===== config.mk =====
export PLATFORM = sky130hd
export DESIGN_NAME = imem_loader_flat
export DESIGN_NICKNAME = d
export VERILOG_FILES = /design/src/rtl/imem_loader_pkg.sv /design/src/rtl/imem_loader_if.sv /design/src/rtl/imem_loader_byte_packer.sv /design/src/rtl/imem_loader.sv /design/src/flat_wrapper.sv
export SDC_FILE = /design/constraint.sdc
export NUM_CORES = 1
export LEC_CHECK = 0
export BUFFER_PORTS_ARGS = -buffer_cell sky130_fd_sc_hd__clkbuf_2
export CORE_ASPECT_RATIO = 1.75
export CORE_MARGIN = 4
export CORE_UTILIZATION = 52
export DETAILED_ROUTE_END_ITERATION = 6
export MAX_ROUTING_LAYER = met4
export PLACE_DENSITY = 0.8
export RECOVER_POWER = 100
export SLEW_MARGIN = 25
export SYNTH_ARGS = -nofsm -noshare
export SYNTH_HDL_FRONTEND = slang
export SYNTH_HIERARCHICAL = 1
export SYNTH_SLANG_ARGS = --single-unit

===== constraint.sdc =====
create_clock -name clk -period 2.52 [get_ports clk]
set_clock_uncertainty 0.15 [all_clocks]
set_input_delay 0.252 -clock clk [delete_from_list [all_inputs] [get_ports clk]]
set_output_delay 0.252 -clock clk [all_outputs]
set_load 0.01 [all_outputs]

===== src/rtl/imem_loader_pkg.sv =====
// imem_loader_pkg
//   Shared constants for the instruction-memory loader: FSM state encoding,
//   frame geometry, and small state-decoding helpers used by the loader FSM.
//   The frame is LEN_LO, LEN_HI, then BYTES_PER_WORD bytes per word (LSB first),
//   optionally followed by one XOR checksum byte (LOADER_CHECKSUM_EN).
package imem_loader_pkg;

    localparam int BYTES_PER_WORD = 4;
    localparam int LEN_BYTES      = 2;

    localparam logic [2:0] ST_IDLE   = 3'd0;
    localparam logic [2:0] ST_LEN_LO = 3'd1;
    localparam logic [2:0] ST_LEN_HI = 3'd2;
    localparam logic [2:0] ST_DATA   = 3'd3;
    localparam logic [2:0] ST_CHK    = 3'd4;
    localparam logic [2:0] ST_FIN    = 3'd5;
    localparam logic [2:0] ST_ERR    = 3'd6;

    // States in which the loader takes a byte from the host link.
    function automatic logic st_accepts_byte(input logic [2:0] st);
        return (st == ST_LEN_LO) || (st == ST_LEN_HI) || (st == ST_DATA) || (st == ST_CHK);
    endfunction

    // States in which the CPU must be held off the instruction memory.
    function automatic logic st_holds_cpu(input logic [2:0] st);
        return st_accepts_byte(st) || (st == ST_FIN);
    endfunction

endpackage


===== src/rtl/imem_loader_if.sv =====
// imem_loader_if
//   Bundles the host byte stream (in_valid/in_data/in_ready) and the
//   instruction-memory write port (im_we/im_a/im_d).
//   slave  : loader side (consumes bytes, drives the IM write port)
//   master : host/memory side (drives bytes, observes the write port)
interface imem_loader_if #(
    parameter int ADDR_W = 8
);
    logic              in_valid;
    logic [7:0]        in_data;
    logic              in_ready;
    logic              im_we;
    logic [ADDR_W-1:0] im_a;
    logic [31:0]       im_d;

    modport slave (
        input  in_valid,
        input  in_data,
        output in_ready,
        output im_we,
        output im_a,
        output im_d
    );

    modport master (
        output in_valid,
        output in_data,
        input  in_ready,
        input  im_we,
        input  im_a,
        input  im_d
    );
endinterface


===== src/rtl/imem_loader_byte_packer.sv =====
// byte_packer
//   Assembles little-endian 32-bit words from a byte stream. Byte k of a word
//   lands in bits [8k+7:8k]. When the 4th byte arrives the word register is
//   loaded and word_valid pulses for one cycle; word holds its value otherwise.
// Ports
//   clk, rst_n   clock, asynchronous active-low reset
//   clr          restart at byte 0 (new frame); partial bytes discarded
//   byte_valid   byte_data is consumed this cycle
//   byte_data    incoming byte
//   word         last assembled word (0 after reset)
//   word_valid   1-cycle pulse, the cycle after the 4th byte
//   last_byte    the next consumed byte completes the word
module byte_packer
    import imem_loader_pkg::*;
(
    input  logic        clk,
    input  logic        rst_n,
    input  logic        clr,
    input  logic        byte_valid,
    input  logic [7:0]  byte_data,
    output logic [31:0] word,
    output logic        word_valid,
    output logic        last_byte
);
    localparam int LANES = BYTES_PER_WORD - 1;

    logic [1:0]            idx_reg;
    logic [LANES-1:0][7:0] lane_reg;
    logic [LANES-1:0]      lane_en;
    logic [31:0]           word_reg;
    logic                  word_valid_reg;

    assign last_byte = (idx_reg == 2'(BYTES_PER_WORD - 1));

    genvar gi;
    generate
        for (gi = 0; gi < LANES; gi++) begin : g_lane_en
            assign lane_en[gi] = byte_valid && (idx_reg == 2'(gi));
        end
    endgenerate

    always_ff @(posedge clk or negedge rst_n) begin
        if (!rst_n) begin
            idx_reg        <= '0;
            lane_reg       <= '0;
            word_reg       <= '0;
            word_valid_reg <= 1'b0;
        end else begin
            word_valid_reg <= 1'b0;
            if (clr) begin
                idx_reg  <= '0;
                lane_reg <= '0;
            end else if (byte_valid) begin
                idx_reg <= idx_reg + 2'd1;
                for (int i = 0; i < LANES; i++) begin
                    if (lane_en[i]) lane_reg[i] <= byte_data;
                end
                if (last_byte) begin
                    word_reg       <= {byte_data, lane_reg[2], lane_reg[1], lane_reg[0]};
                    word_valid_reg <= 1'b1;
                end
            end
        end
    end

    assign word       = word_reg;
    assign word_valid = word_valid_reg;
endmodule


===== src/rtl/imem_loader.sv =====
// imem_loader
//   Writer side of the instruction memory. Receives a framed byte stream,
//   assembles little-endian words and writes them sequentially from BASE_ADDR,
//   holding the CPU for the whole load.
//   Frame: LEN_LO, LEN_HI (word count N), 4*N data bytes, LSB first.
//   Optional feature macro: LOADER_CHECKSUM_EN -- a trailing byte equal to the
//   XOR of all preceding frame bytes is checked; mismatch raises err.
// Ports
//   clk, rst_n  clock, asynchronous active-low reset
//   start       1-cycle pulse, begins a frame (only honoured in IDLE)
//   bus         imem_loader_if.slave: in_valid/in_data/in_ready byte stream,
//               im_we/im_a/im_d instruction-memory write port
//   cpu_hold    CPU stall request during a load
//   done        1-cycle pulse on successful completion
//   err         sticky error flag, cleared by the next accepted start
module imem_loader
    import imem_loader_pkg::*;
#(
    parameter int ADDR_W    = 8,
    parameter int BASE_ADDR = 0
) (
    input  logic         clk,
    input  logic         rst_n,
    input  logic         start,
    imem_loader_if.slave bus,
    output logic         cpu_hold,
    output logic         done,
    output logic         err
);
    localparam int MAX_WORDS = (1 << ADDR_W) - BASE_ADDR;

    logic [2:0]        state_reg, state_next;
    logic              fin_wait_reg, fin_wait_next;
    logic [7:0]        len_lo_reg;
    logic [15:0]       len_reg;
    logic [ADDR_W:0]   word_cnt_reg;
    logic [ADDR_W-1:0] addr_reg;
    logic              err_reg;

    logic              xfer;
    logic              start_acc;
    logic              data_xfer;
    logic              last_data;
    logic [15:0]       len_full;
    logic [31:0]       words_after;
    logic [31:0]       pk_word;
    logic              pk_valid;
    logic              pk_last;

    assign bus.in_ready = st_accepts_byte(state_reg);
    assign cpu_hold     = st_holds_cpu(state_reg);
    // FIN entered from DATA waits one cycle so done follows the final write.
    assign done         = (state_reg == ST_FIN) && !fin_wait_reg;
    assign err          = err_reg;

    assign xfer        = bus.in_valid && bus.in_ready;
    assign start_acc   = start && (state_reg == ST_IDLE);
    assign data_xfer   = xfer && (state_reg == ST_DATA);
    assign len_full    = {bus.in_data, len_lo_reg};
    assign words_after = 32'(word_cnt_reg) + 32'd1;
    assign last_data   = data_xfer && pk_last && (words_after == {16'd0, len_reg});

`ifdef LOADER_CHECKSUM_EN
    logic [7:0] chk_reg;
    logic       chk_ok;

    assign chk_ok = (bus.in_data == chk_reg);

    always_ff @(posedge clk or negedge rst_n) begin
        if (!rst_n) begin
            chk_reg <= '0;
        end else if (start_acc) begin
            chk_reg <= '0;
        end else if (xfer && (state_reg != ST_CHK)) begin
            chk_reg <= chk_reg ^ bus.in_data;
        end
    end
`endif

    always_comb begin
        state_next    = state_reg;
        fin_wait_next = fin_wait_reg;
        case (state_reg)
            ST_IDLE: begin
                if (start) state_next = ST_LEN_LO;
            end
            ST_LEN_LO: begin
                if (xfer) state_next = ST_LEN_HI;
            end
            ST_LEN_HI: begin
                if (xfer) begin
                    if (len_full == 16'd0) begin
                        state_next    = ST_FIN;
                        fin_wait_next = 1'b0;
                    end else if ({16'd0, len_full} > 32'(MAX_WORDS)) begin
                        state_next = ST_ERR;
                    end else begin
                        state_next = ST_DATA;
                    end
                end
            end
            ST_DATA: begin
                if (last_data) begin
`ifdef LOADER_CHECKSUM_EN
                    state_next = ST_CHK;
`else
                    state_next    = ST_FIN;
                    fin_wait_next = 1'b1;
`endif
                end
            end
`ifdef LOADER_CHECKSUM_EN
            ST_CHK: begin
                if (xfer) begin
                    if (chk_ok) begin
                        state_next    = ST_FIN;
                        fin_wait_next = 1'b0;
                    end else begin
                        state_next = ST_ERR;
                    end
                end
            end
`endif
            ST_FIN: begin
                if (fin_wait_reg) fin_wait_next = 1'b0;
                else              state_next    = ST_IDLE;
            end
            ST_ERR:  state_next = ST_IDLE;
            default: state_next = ST_IDLE;
        endcase
    end

    always_ff @(posedge clk or negedge rst_n) begin
        if (!rst_n) begin
            state_reg    <= ST_IDLE;
            fin_wait_reg <= 1'b0;
            len_lo_reg   <= '0;
            len_reg      <= '0;
            word_cnt_reg <= '0;
            addr_reg     <= ADDR_W'(BASE_ADDR);
            err_reg      <= 1'b0;
        end else begin
            state_reg    <= state_next;
            fin_wait_reg <= fin_wait_next;

            if (start_acc)                  err_reg <= 1'b0;
            else if (state_next == ST_ERR)  err_reg <= 1'b1;

            if (start_acc) word_cnt_reg <= '0;

            if (xfer && (state_reg == ST_LEN_LO)) len_lo_reg <= bus.in_data;
            if (xfer && (state_reg == ST_LEN_HI)) len_reg    <= len_full;

            // Address is latched with the 4th byte so it lines up with the
            // packer's word_valid pulse one cycle later.
            if (data_xfer && pk_last) begin
                addr_reg     <= ADDR_W'(BASE_ADDR) + word_cnt_reg[ADDR_W-1:0];
                word_cnt_reg <= word_cnt_reg + (ADDR_W + 1)'(1);
            end
        end
    end

    byte_packer u_packer (
        .clk        (clk),
        .rst_n      (rst_n),
        .clr        (start_acc),
        .byte_valid (data_xfer),
        .byte_data  (bus.in_data),
        .word       (pk_word),
        .word_valid (pk_valid),
        .last_byte  (pk_last)
    );

    assign bus.im_we = pk_valid;
    assign bus.im_a  = addr_reg;
    assign bus.im_d  = pk_word;
endmodule


===== src/flat_wrapper.sv =====
// flat-port wrapper written by rule: the top's interface ports become plain ports
module imem_loader_flat import imem_loader_pkg::*;
#(
    parameter int ADDR_W    = 8,
    parameter int BASE_ADDR = 0
)
  (clk, rst_n, start, cpu_hold, done, err, bus_in_valid, bus_in_data, bus_in_ready, bus_im_we, bus_im_a, bus_im_d);
  imem_loader_if #(.ADDR_W(ADDR_W)) bus_i ();
  input  logic clk;
  input  logic rst_n;
  input  logic start;
  output logic cpu_hold;
  output logic done;
  output logic err;
  input wire logic [$bits(bus_i.in_valid)-1:0] bus_in_valid;
  input wire logic [$bits(bus_i.in_data)-1:0] bus_in_data;
  output wire logic [$bits(bus_i.in_ready)-1:0] bus_in_ready;
  output wire logic [$bits(bus_i.im_we)-1:0] bus_im_we;
  output wire logic [$bits(bus_i.im_a)-1:0] bus_im_a;
  output wire logic [$bits(bus_i.im_d)-1:0] bus_im_d;
  assign bus_i.in_valid = bus_in_valid;
  assign bus_i.in_data = bus_in_data;
  assign bus_in_ready = bus_i.in_ready;
  assign bus_im_we = bus_i.im_we;
  assign bus_im_a = bus_i.im_a;
  assign bus_im_d = bus_i.im_d;
  imem_loader #(.ADDR_W(ADDR_W), .BASE_ADDR(BASE_ADDR)) u_core (.clk(clk), .rst_n(rst_n), .start(start), .bus(bus_i), .cpu_hold(cpu_hold), .done(done), .err(err));
endmodule

==> results.sh <==
export IMPL_hold_viol=0
export IMPL_fillCellCount=836
export IMPL_grt_pass1_vias=3548
export IMPL_critical_path_required_ns=2.60
export IMPL_die_x_microns=82.4
export IMPL_r2r_start="u_core/word_cnt_reg[1]$_DFFE_PN0P_"
export IMPL_detail_route_wl_per_cell_microns=18.2
export IMPL_drtAntennaViolNets=0
export IMPL_regToRegEndpoint="u_core/state_reg[1]$_DFF_PN0_"
export IMPL_io_pins=57
export IMPL_min_path_cells=3
export IMPL_clk_pin_slew_ns=0.07
export IMPL_grt_overflow_total=0
export IMPL_crit_arrival_ns=2.43
export IMPL_drive_gt1_share_pct=21.3
export IMPL_min_from="bus_in_data[6]"
export IMPL_clock_sinks=105
export IMPL_syn_to_final_growth_pct=8.99
export IMPL_clock_path_buffers=2
export IMPL_grt_start_max_net_pins=51
export IMPL_r2r_setup_slack_ns=0.17
export IMPL_synthesis_nets=441
export IMPL_grt_use_met3_pct=2.34
export IMPL_largest_reg_flops=32
export IMPL_finalCritPeriodShare_pct=93.3
export IMPL_path_max_fanout=5
export IMPL_crit_chain="ha_1, nand3_2, or3_1, a2111oi_2, o2111ai_1, and2_0"
export IMPL_use_met1_pct=24.5
export IMPL_p_leak_nw=2.54
export IMPL_critPathLaunchType="flip-flop"
export IMPL_synth_edf_count=0
export IMPL_place_congestion=0.835
export IMPL_syn_cell_area_sq_mm=0.00504
export IMPL_worstSetupPathType="reg -> reg"
export IMPL_dieArea_sq_mm=0.0114
export IMPL_final_nets=487
export IMPL_dp_final_hpwl_microns=7560
export IMPL_rows=47
export IMPL_initial_core_util_pct=53.2
export IMPL_grt_pass1_wl_microns=17900
export IMPL_rsz0062_at_grt="no"
export IMPL_antenna_found_initial=0
export IMPL_synth_most_common_cell="dfrtp_1"
export IMPL_vias=3494
export IMPL_ir_drop_v=0.000501
export IMPL_use_met2_pct=34.6
export IMPL_clk_root_buffer_cell="clkbuf_16"
export IMPL_status="finished, final reports clean"
export IMPL_syn_avg_cell_area_sq_um=11.9
export IMPL_ys_top_cells_by_area="dfrtp_1 52%, mux2_4 8.6%, mux2_2 6.0%, a21bo_2 5.0%, a21oi_1 2.7%"
export IMPL_max_clock_freq_ghz=0.425
export IMPL_hold_path_class="in -> reg"
export IMPL_htreeDepth=3
export IMPL_min_to="u_core/u_packer/lane_reg[22]$_DFFE_PN0P_"
export IMPL_drcViolationCount=0
export IMPL_crit_path_max_incr_delay_ns=0.45
export IMPL_yosysWarnings=6
export IMPL_cts_tree="yes"
export IMPL_ys_seq_elements=105
export IMPL_p_total_mw=5.17
export IMPL_relSlewSlack_pct=23.7
export IMPL_crit_path_top_delay_cell="dfrtp_1"
export IMPL_fin_util_pct=58.0
export IMPL_final_setup_tns_ns=0
export IMPL_fp_dieH_microns=138
export IMPL_async_flop_share_pct=100
export IMPL_netlist_instances=424
export IMPL_crit_path_end_kind="flip-flop"
export IMPL_grt_use_total_pct=21.0
export IMPL_cts_made_buffers=9
export IMPL_yosys_top_cells_count="105 x dfrtp_1, 31 x nand2_1, 29 x mux2_4"
export IMPL_layout_min_cycle_time_ns=2.35
export IMPL_clock_latency_ns=0.35
export IMPL_setup_viol_count_final=0
export IMPL_ys_seq_area_share_pct=52.2
export IMPL_ys_flop_type="dfrtp_1"
export IMPL_powerDensity_mw_per_mm2=941
export IMPL_vias_per_cell=5.85
export IMPL_tightest_slew_ns=1.14
export IMPL_antenna_cells=0
export IMPL_synth_distinct_cells=55
export IMPL_slew_viol_final=0
export IMPL_top_usage_layer="met2"
export IMPL_first_pass_iters=4
export IMPL_portBuffers=56
export IMPL_synth_top_area_share_pct=52.2
export IMPL_wl_microns=10900
export IMPL_drtIter0Drc=191
export IMPL_reg2reg_depth=6
export IMPL_cap_violations=0
export IMPL_coreArea_sq_mm=0.00947
export IMPL_synth_largest_area_cell="dfrtp_1"
==> worst max-delay path by stage <==
stage | to | from | slack [ns]
after global placement | u_core/state_reg[1]$_DFF_PN0_ | u_core/word_cnt_reg[0]$_DFFE_PN0P_ | 0.27
after detailed placement | u_core/state_reg[1]$_DFF_PN0_ | u_core/word_cnt_reg[0]$_DFFE_PN0P_ | 0.18
after global routing | u_core/word_cnt_reg[2]$_DFFE_PN0P_ | u_core/state_reg[0]$_DFF_PN0_ | 0.04
after CTS | u_core/state_reg[1]$_DFF_PN0_ | u_core/word_cnt_reg[0]$_DFFE_PN0P_ | 0.1
after floorplan | u_core/u_packer/word[0]$_DFFE_PN0P_ | u_core/state_reg[0]$_DFF_PN0_ | 0.32
final | u_core/state_reg[1]$_DFF_PN0_ | u_core/word_cnt_reg[1]$_DFFE_PN0P_ | 0.17
==> layout by cell type, fill, tap and decap left out, types with 3 or more instances in the layout <==
master       n
nand2_1     31
a21oi_1     27
nor2b_1      6
xnor2_1      8
inv_1        9
o21ai_0     15
dfrtp_1    104
clkbuf_2    16
mux2_2      26
o41ai_1      3
clkbuf_1    47
nand3_1     27
nand4_1      3
clkbuf_16    9
mux2_1      29
nor2_1      17
nand3b_1     3
a21bo_2     25
nor4_1       3
a31oi_1      3
ha_1         5
o31ai_1      3
buf_4        4
==> logic make-up (layout without fill, tap and decap cells) <==
family                     after synthesis  count (layout)  share of synthesized area [%]
DFF                                    105             105                           52.2
muxes                                   57              57                           14.9
buffers and inverters                   42              93                           4.59
xor gates and xnor gates                10              10                           1.74
AOI/OAI and AO/OA                       88              88                           12.6
and+or+nand+nor                        117             117                           12.7
adders and majority gates                5               5                           1.24
==> routing by layer <==
layer  routed length [microns]  up-vias  share of wire (%)
met2                      5910      101                 54
met1                      4130     1767                 38
met3                       416       31                3.8
met4                       423        0                3.9
li1                          -     1595                  -
met5                         0        -                  0
==> where the power goes <==
group	switching (mW)	internal [mW]
combinational	0.715	0.638
sequential	0.336	2.06
clock	0.618	0.803
total	1.67	3.50
==> cell type report <==
| cell class | instances | area, sq um | area share [%] |
|---|---|---|---|
| clock buffers | 11 | 243 | 4.42 |
| clock inverters | 5 | 60.1 | 1.09 |
| inverters | 9 | 33.8 | 0.615 |
| multi-input cells | 277 | 2070 | 37.7 |
| flip-flops and latches | 105 | 2630 | 47.9 |
| well taps | 122 | 153 | 2.78 |
| repair buffers | 68 | 300 | 5.47 |
==> through the flow <==
stage          hold slack (ns)  worst slack [ns]  instances  instance area [sq um]
6_report                 0.125             0.169        597                   5490
5_1_grt                  0.130            0.0380        597                   5490
4_1_cts                  0.113            0.0960        597                   5700
3_5_place_dp             0.154             0.184        580                   5390
3_3_place_gp             0.152             0.274        580                   5390
2_1_floorplan           -0.194             0.322        424                   5040
==> critical path: cells and delay by family, from the launching register on <==
family                     cells  cell delay (ns)
DFF                            1             0.45
and+or+nand+nor                3             0.75
AOI/OAI and AO/OA              2             0.58
adders and majority gates      1             0.30
==> what timing repair did <==
action,in CTS,in global routing
buffers inserted,0,0
hold buffers,1,0
resized for setup,0,1
endpoints found under the setup margin,0,1
hold endpoints to repair,45,0
No activity file was read; power rests on OpenSTA's default activity.
